--- src/rtl/bank_burst_ctrl.sv ---
// bank_burst_ctrl: sequences one whole-burst request onto a DRAM bank, one beat per clk.
module bank_burst_ctrl #(
  parameter int DEVICE_WIDTH = 4,
  parameter int COLS         = 1024,
  parameter int BL           = 8,
  parameter int CHWIDTH      = 5,
  parameter int RD_LAT       = 1
) (
  input  logic                         clk,
  input  logic                         rst,
  input  logic                         req_valid,
  output logic                         req_ready,
  input  logic                         req_wr,
  input  logic [CHWIDTH-1:0]           req_row,
  input  logic [$clog2(COLS)-1:0]      req_col,
  input  logic [DEVICE_WIDTH*BL-1:0]   req_wdata,
  output logic                         done,
  output logic [DEVICE_WIDTH*BL-1:0]   rdata,
  output logic                         done_wr,
  output logic                         rd_o_wr,
  output logic [CHWIDTH-1:0]           row,
  output logic [$clog2(COLS)-1:0]      column,
  output logic [DEVICE_WIDTH-1:0]      dqin,
  input  logic [DEVICE_WIDTH-1:0]      dqout
);
  localparam int CA = $clog2(COLS);
  localparam int CW = $clog2(BL + RD_LAT + 1);
  localparam int DW = DEVICE_WIDTH * BL;
  localparam logic [CA-1:0] MASK = CA'(BL - 1);
  typedef enum logic [1:0] {IDLE, WRITE, READ, RDRAIN} state_t;
  state_t state_q, state_d;
  logic [CW-1:0] cnt_q, cnt_d, idx;
  logic [CHWIDTH-1:0] lrow_q, lrow_d, row_q, row_d;
  logic [CA-1:0] lcol_q, lcol_d, column_q, column_d;
  logic [DW-1:0] lwd_q, lwd_d, shadow_q, shadow_d, rdata_q, rdata_d;
  logic [DEVICE_WIDTH-1:0] dqin_q, dqin_d;
  logic req_ready_q, req_ready_d, done_q, done_d, done_wr_q, done_wr_d, rd_o_wr_q, rd_o_wr_d;
  logic accept, cap, busy_d;
  always_comb begin
    accept = req_valid && req_ready_q;
    state_d = state_q;
    cnt_d = accept ? '0 : (state_q == IDLE ? cnt_q : cnt_q + CW'(1));
    lrow_d = accept ? req_row : lrow_q;
    lcol_d = accept ? req_col : lcol_q;
    lwd_d = accept ? req_wdata : lwd_q;
    // cnt_q counts cycles since accept; beat i returns RD_LAT cycles after it was driven
    idx = cnt_q - CW'(RD_LAT);
    cap = (state_q == READ || state_q == RDRAIN) && cnt_q >= CW'(RD_LAT);
    shadow_d = shadow_q;
    for (int b = 0; b < BL; b++)
      if (cap && idx == CW'(b)) shadow_d[b*DEVICE_WIDTH +: DEVICE_WIDTH] = dqout;
    done_d = 1'b0;
    done_wr_d = 1'b0;
    rdata_d = rdata_q;
    case (state_q)
      IDLE:    if (accept) state_d = req_wr ? WRITE : READ;
      WRITE:   if (cnt_q == CW'(BL - 1)) begin
        state_d = IDLE;
        done_d = 1'b1;
        done_wr_d = 1'b1;
      end
      READ:    if (cnt_q == CW'(BL - 1)) state_d = RDRAIN;
      RDRAIN:  if (cnt_q == CW'(BL - 1 + RD_LAT)) begin
        state_d = IDLE;
        done_d = 1'b1;
        rdata_d = shadow_d;
      end
      default: state_d = IDLE;
    endcase
    // bank-facing outputs are registered from next state, so beat 0 appears the cycle after accept
    busy_d = state_d == WRITE || state_d == READ;
    req_ready_d = state_d == IDLE;
    rd_o_wr_d = state_d == WRITE;
    row_d = busy_d ? lrow_d : '0;
    column_d = busy_d ? ((lcol_d & ~MASK) | ((lcol_d + CA'(cnt_d)) & MASK)) : '0;
    dqin_d = state_d == WRITE ? DEVICE_WIDTH'(lwd_d >> (cnt_d * DEVICE_WIDTH)) : '0;
  end
  always_ff @(posedge clk) begin
    if (rst) begin
      state_q <= IDLE;
      cnt_q <= '0;
      lrow_q <= '0;
      lcol_q <= '0;
      lwd_q <= '0;
      shadow_q <= '0;
      rdata_q <= '0;
      req_ready_q <= 1'b1;
      done_q <= 1'b0;
      done_wr_q <= 1'b0;
      rd_o_wr_q <= 1'b0;
      row_q <= '0;
      column_q <= '0;
      dqin_q <= '0;
    end else begin
      state_q <= state_d;
      cnt_q <= cnt_d;
      lrow_q <= lrow_d;
      lcol_q <= lcol_d;
      lwd_q <= lwd_d;
      shadow_q <= shadow_d;
      rdata_q <= rdata_d;
      req_ready_q <= req_ready_d;
      done_q <= done_d;
      done_wr_q <= done_wr_d;
      rd_o_wr_q <= rd_o_wr_d;
      row_q <= row_d;
      column_q <= column_d;
      dqin_q <= dqin_d;
    end
  end
  assign req_ready = req_ready_q;
  assign done = done_q;
  assign done_wr = done_wr_q;
  assign rdata = rdata_q;
  assign rd_o_wr = rd_o_wr_q;
  assign row = row_q;
  assign column = column_q;
  assign dqin = dqin_q;
endmodule

--- config.mk ---
export PLATFORM = sky130hd
export DESIGN_NAME = bank_burst_ctrl
export DESIGN_NICKNAME = d
export VERILOG_FILES = /design/src/rtl/bank_burst_ctrl.sv
export SDC_FILE = /design/constraint.sdc
export NUM_CORES = 1
export LEC_CHECK = 0
export ABC_CLOCK_PERIOD_IN_PS = 4710
export BUFFER_PORTS_ARGS = -buffer_cell sky130_fd_sc_hd__clkbuf_2
export CELL_PAD_IN_SITES_DETAIL_PLACEMENT = 1
export CELL_PAD_IN_SITES_GLOBAL_PLACEMENT = 2
export CORE_MARGIN = 1.5
export CORE_UTILIZATION = 25
export DETAILED_ROUTE_END_ITERATION = 8
export HOLD_SLACK_MARGIN = 0.02
export PLACE_DENSITY = 0.72
export RECOVER_POWER = 50
export SETUP_SLACK_MARGIN = 0.2
export SYNTH_ARGS = -nofsm -noshare
export SYNTH_HDL_FRONTEND = slang
export SYNTH_SLANG_ARGS = --single-unit
--- constraint.sdc ---
create_clock -name clk -period 4.71 [get_ports clk]
set_input_delay 1.1775 -clock clk [delete_from_list [all_inputs] [get_ports clk]]
set_output_delay 1.1775 -clock clk [all_outputs]
set_load 0.01 [all_outputs]
After elaboration in Yosys (flattened, before gate mapping):

Cells that the tools add are included.

* output and inout bits: 55
* logic and storage cells: 78
* flip-flop bits (word level): 140

* add/sub/neg operators: 3
* magnitude comparators: 1
* equal/unequal tests: 14
* reduce and logical (&&, ||, !) cells: 19
* bitwise operators: 4
* shift-type cells: 1
* mux-type cells: 22

Operator list (count)
* $mux 4: 10
* $mux 32: 1
* $shr 32x6->4: 1
* $eq 4x3->1 const B: 5
* $logic_and 1x1->1: 10
* $mux 10: 1
* $mux 2: 5
* $or 10x3->10: 1
* $eq 4x2->1 const B: 2
* $pmux 2 s4: 1
* $eq 2x2->1 const B: 3
* $reduce_or 2->1: 3
* $mux 5: 1
* $add 4x1->4 const B: 1
* $eq 2x1->1 const B: 2
* $eq 4x1->1 const B: 1
* $eq 4x4->1 const B: 1
* $ge 4x1->1 const B: 1
* $logic_not 2->1: 2
* $logic_not 4->1: 1
* $sub 4x1->4 const B: 1
* $add 3x3->3: 1
* $not 1->1: 3
* $logic_or 1x1->1: 2
* other kinds (3): 4

Longest topological paths before layout:

* depth in word-level cells: 7
* depth in mapped cells: 12
* gate-level depth less buffers: 11

Worst setup path after synthesis:

No wires, ideal clock.

* path kind: input -> register
* from: input req_valid
* to: register column_q[2] (netlist: column[2])
* data arrival time: 2.809 ns
* stages: 9
* required time: 4.578 ns
* buffers on the path: 2
* path slack: 1.769 ns
* cell sequence: and2_1 -> clkbuf_1 -> clkbuf_1 -> nor2_1 -> ha_1 -> fa_1 -> xor2_1 -> xnor2_1 -> nor3_1

* elaborated cells on any way between the ends: 12
* classes of those cells: add/sub: 1; eq/ne: 2; mux: 4; bitwise: 2; reduce/logical: 3

RTL lines
* start: declaration: RTL line 11 `input logic req_valid,`
* $logic_and 1x1->1: RTL line 40 `accept = req_valid && req_ready_q;`
* $mux 4: RTL line 42 `cnt_d = accept ? '0 : (state_q == IDLE ? cnt_q : cnt_q + CW'(1));`
* via cnt_d[0]: RTL line 32 `logic [CW-1:0] cnt_q, cnt_d, idx;`
* $add 3x3->3: RTL line 75 `column_d = busy_d ? ((lcol_d & ~MASK) | ((lcol_d + CA'(cnt_d)) & MASK)) : '0;`
* $or 10x3->10: RTL line 75
* end signal: assignment: RTL line 107 `column_q <= column_d;`
* end: declaration: RTL line 34 `logic [CA-1:0] lcol_q, lcol_d, column_q, column_d;`

The timed path passes the listed nets, and every way through them passes these cells.
A chain may end at the register's enable or synchronous reset.

Worst setup path after layout:

Ends and elaborated chain as after synthesis.

==> run metrics <==
WL/cell 15.2 µm; GR Overflow Total 0; critical path startpoint req_valid; CP arrival 3530 ps; top-level I/O count 110; Clock Path Buffers 2; starting density of the core 25.7%; Slew headroom -11.8%; Worst R2R Setup Slack 1560 ps; CP Class in2reg; most frequent cell after synthesis dfxtp_1; number of global-route vias before repair 4,433; CTS Sinks 140; CTS resizes 0; part of the Yosys area used for sequential elements 51.6%; first-pass GRT wire length 23.0 mm; Synth Instances 566; Final ANT Viol Nets 0; aggregate global-route resource usage 13.4%; Yosys top cell by area dfxtp_1; Clk Latency, worst-skew pair 430 ps; HP Class reg2reg; Reg2Reg Depth 9; hpwl dp 9.90 mm; gp weighted congestion 0.728; Nets 719; Avg Cell Area, Syn 9.59 µm²; hold buffers post-CTS 0; Main synth FF type dfxtp_1; antenna cells 0; RSZ-0062 raised after global routing false; Initial DRT Pass Iterations 4; crit start category primary input; Setup Viol. Count Final 0; synth top area cells dfxtp_1 (52%), mux2i_1 (8.3%), nor2_1 (5.9%); syn nets 632; largest net degree at the start of global routing 82; Site Rows 53; reg2reg end column[2]$_SDFF_PP0_; Crit Path Max Fanout 18; number of synthesized flops with an enable pin 0; Final Cell Area 6660 µm²; CTS tree done; Vias 4,269; CP required 4950 ps; vias per inst 4.54; Hold Fails Final Rpt 0; VDD IR max 219 µV; worst-margin pin slew 1680 ps; clk slew on worst S/H paths 60 ps; initial antenna violation count 0; run status finished, violations left; postcts setup bufs 0; Pwr Density 439 nW/µm²; Crit Reg-Reg Startpoint cnt_q[0]$_SDFF_PP0_; setup_tns 0 ps; fmax 304 MHz; H-tree depth 4; Post-DP Area 6130 µm²; die width 150 µm; port bufs 109; CP Capture Type register; area delta synth->final 22.6%; crit path to column[2]$_SDFF_PP0_; share of the synthesized area in the top cell type 51.6%; clk root buf clkbuf_16; asr flop ratio synth 0%; Core ar. 21,200 µm²; drt initial violations 149; Final Slew Violations 82; Worst Skew 10.1 ps; Die ar. 22,600 µm²; TritonCTS Buffers 17; register bit total from synthesis 140; fraction of layout cells with a size suffix above 1 16.2%; Die H 150 µm; synthesized area 5430 µm²; yosys synthesis warning count 0; Post-synth top cells dfxtp_1 (140), nor2_1 (86), nand2_1 (74); crit share post-route 69.8%; failing checks capacitance limit, slew limit; Max-Cap Viols 1; crit path time final 3290 ps; Synth cell types 51; final WL 14.3 mm; Pleak 2.55 nW; DR DRC count 0
==> registers in the layout, summed over array words and instances (netlist names), 2 cells and up <==
register  flops
rdata        32
cnt_q         4
state_q       2
column       10
dqin          4
row           5
lcol_q       10
shadow_q     32
lwd_q        32
lrow_q        5
==> kinds of logic after synthesis <==
| family | count (synthesis) | synth area share [%] |
|---|---|---|
| simple gates | 206 | 16.8 |
| flops | 140 | 51.6 |
| compound gates | 106 | 13.7 |
| mux | 49 | 9.96 |
| buf+inv | 48 | 4.17 |
| fa+ha+maj | 11 | 2.67 |
| xor+xnor | 6 | 1.11 |
==> metal layers <==
metal	global-route usage (%)	share of wire [%]
met2	22.2	50
met5	0	0
met4	6.03	1.9
met3	3.94	3.7
met1	15.9	45
==> report_power, final <==
group | switching [mW] | internal [mW]
clock network | 0.566 | 0.764
registers | 0.0361 | 1.24
logic | 0.200 | 0.119
==> worst max-delay path, stage by stage <==
cell	delay [ps]
clkbuf_1	90
and2_0	1060
nor2_1	150
ha_1	280
fa_1	390
xor2_1	180
xnor2_1	150
nor3_1	50
==> cell usage in the layout (no fill, tap or decap), types with 4 or more instances in the layout <==
master and count:
a21oi_1 36, a21oi_4 4, dfxtp_1 140, a22oi_1 6
ha_1 10, clkbuf_16 17, clkbuf_1 56, mux4_2 4
nor2_1 86, nand2_1 74, inv_6 4, clkinv_4 4
mux2i_1 45, nor3_1 18, o21ai_0 5, nand3_2 4
clkbuf_2 53, inv_1 4, a211oi_1 33
==> layout make-up <==
class                      instances  area [µm²]
clock buffer                      18         439
clock inverter                    14         155
fill                            2430       14500
inverter                           4        15.0
multi-input combinational        378        2400
sequential                       140        2800
tap                              275         344
timing repair buffer             112         498
==> how the worst min path moves through the flow <==
| stage | start | end | slack [ps] | depth (start not counted) |
|---|---|---|---|---|
| global route | lwd_q[19]$_SDFF_PP0_ | lwd_q[19]$_SDFF_PP0_ | 480 | 2 |
| finish | lwd_q[2]$_SDFF_PP0_ | lwd_q[2]$_SDFF_PP0_ | 450 | 2 |
| global placement | lwd_q[16]$_SDFF_PP0_ | lwd_q[16]$_SDFF_PP0_ | 440 | 2 |
| CTS | lwd_q[2]$_SDFF_PP0_ | lwd_q[2]$_SDFF_PP0_ | 460 | 2 |
| detailed placement | lwd_q[16]$_SDFF_PP0_ | lwd_q[16]$_SDFF_PP0_ | 450 | 2 |
| floorplan | lwd_q[16]$_SDFF_PP0_ | lwd_q[16]$_SDFF_PP0_ | 430 | 2 |
==> per-stage QoR <==
stage / utilization [%] / hold slack [ps] / instances / setup slack (ps) / power, mW
6_report: 31.5 / 455 / 941 / 1420 / 2.92
4_1_cts: 31.8 / 461 / 941 / 1670 / 2.98
5_1_grt: 31.5 / 480 / 941 / 1240 / 3.06
2_1_floorplan: - / 433 / 566 / 1770 / 1.51
3_5_place_dp: 29.0 / 446 / 909 / 1660 / 1.63
3_3_place_gp: 29.0 / 444 / 909 / 1690 / 1.61
(Power assumes the default switching activity.)
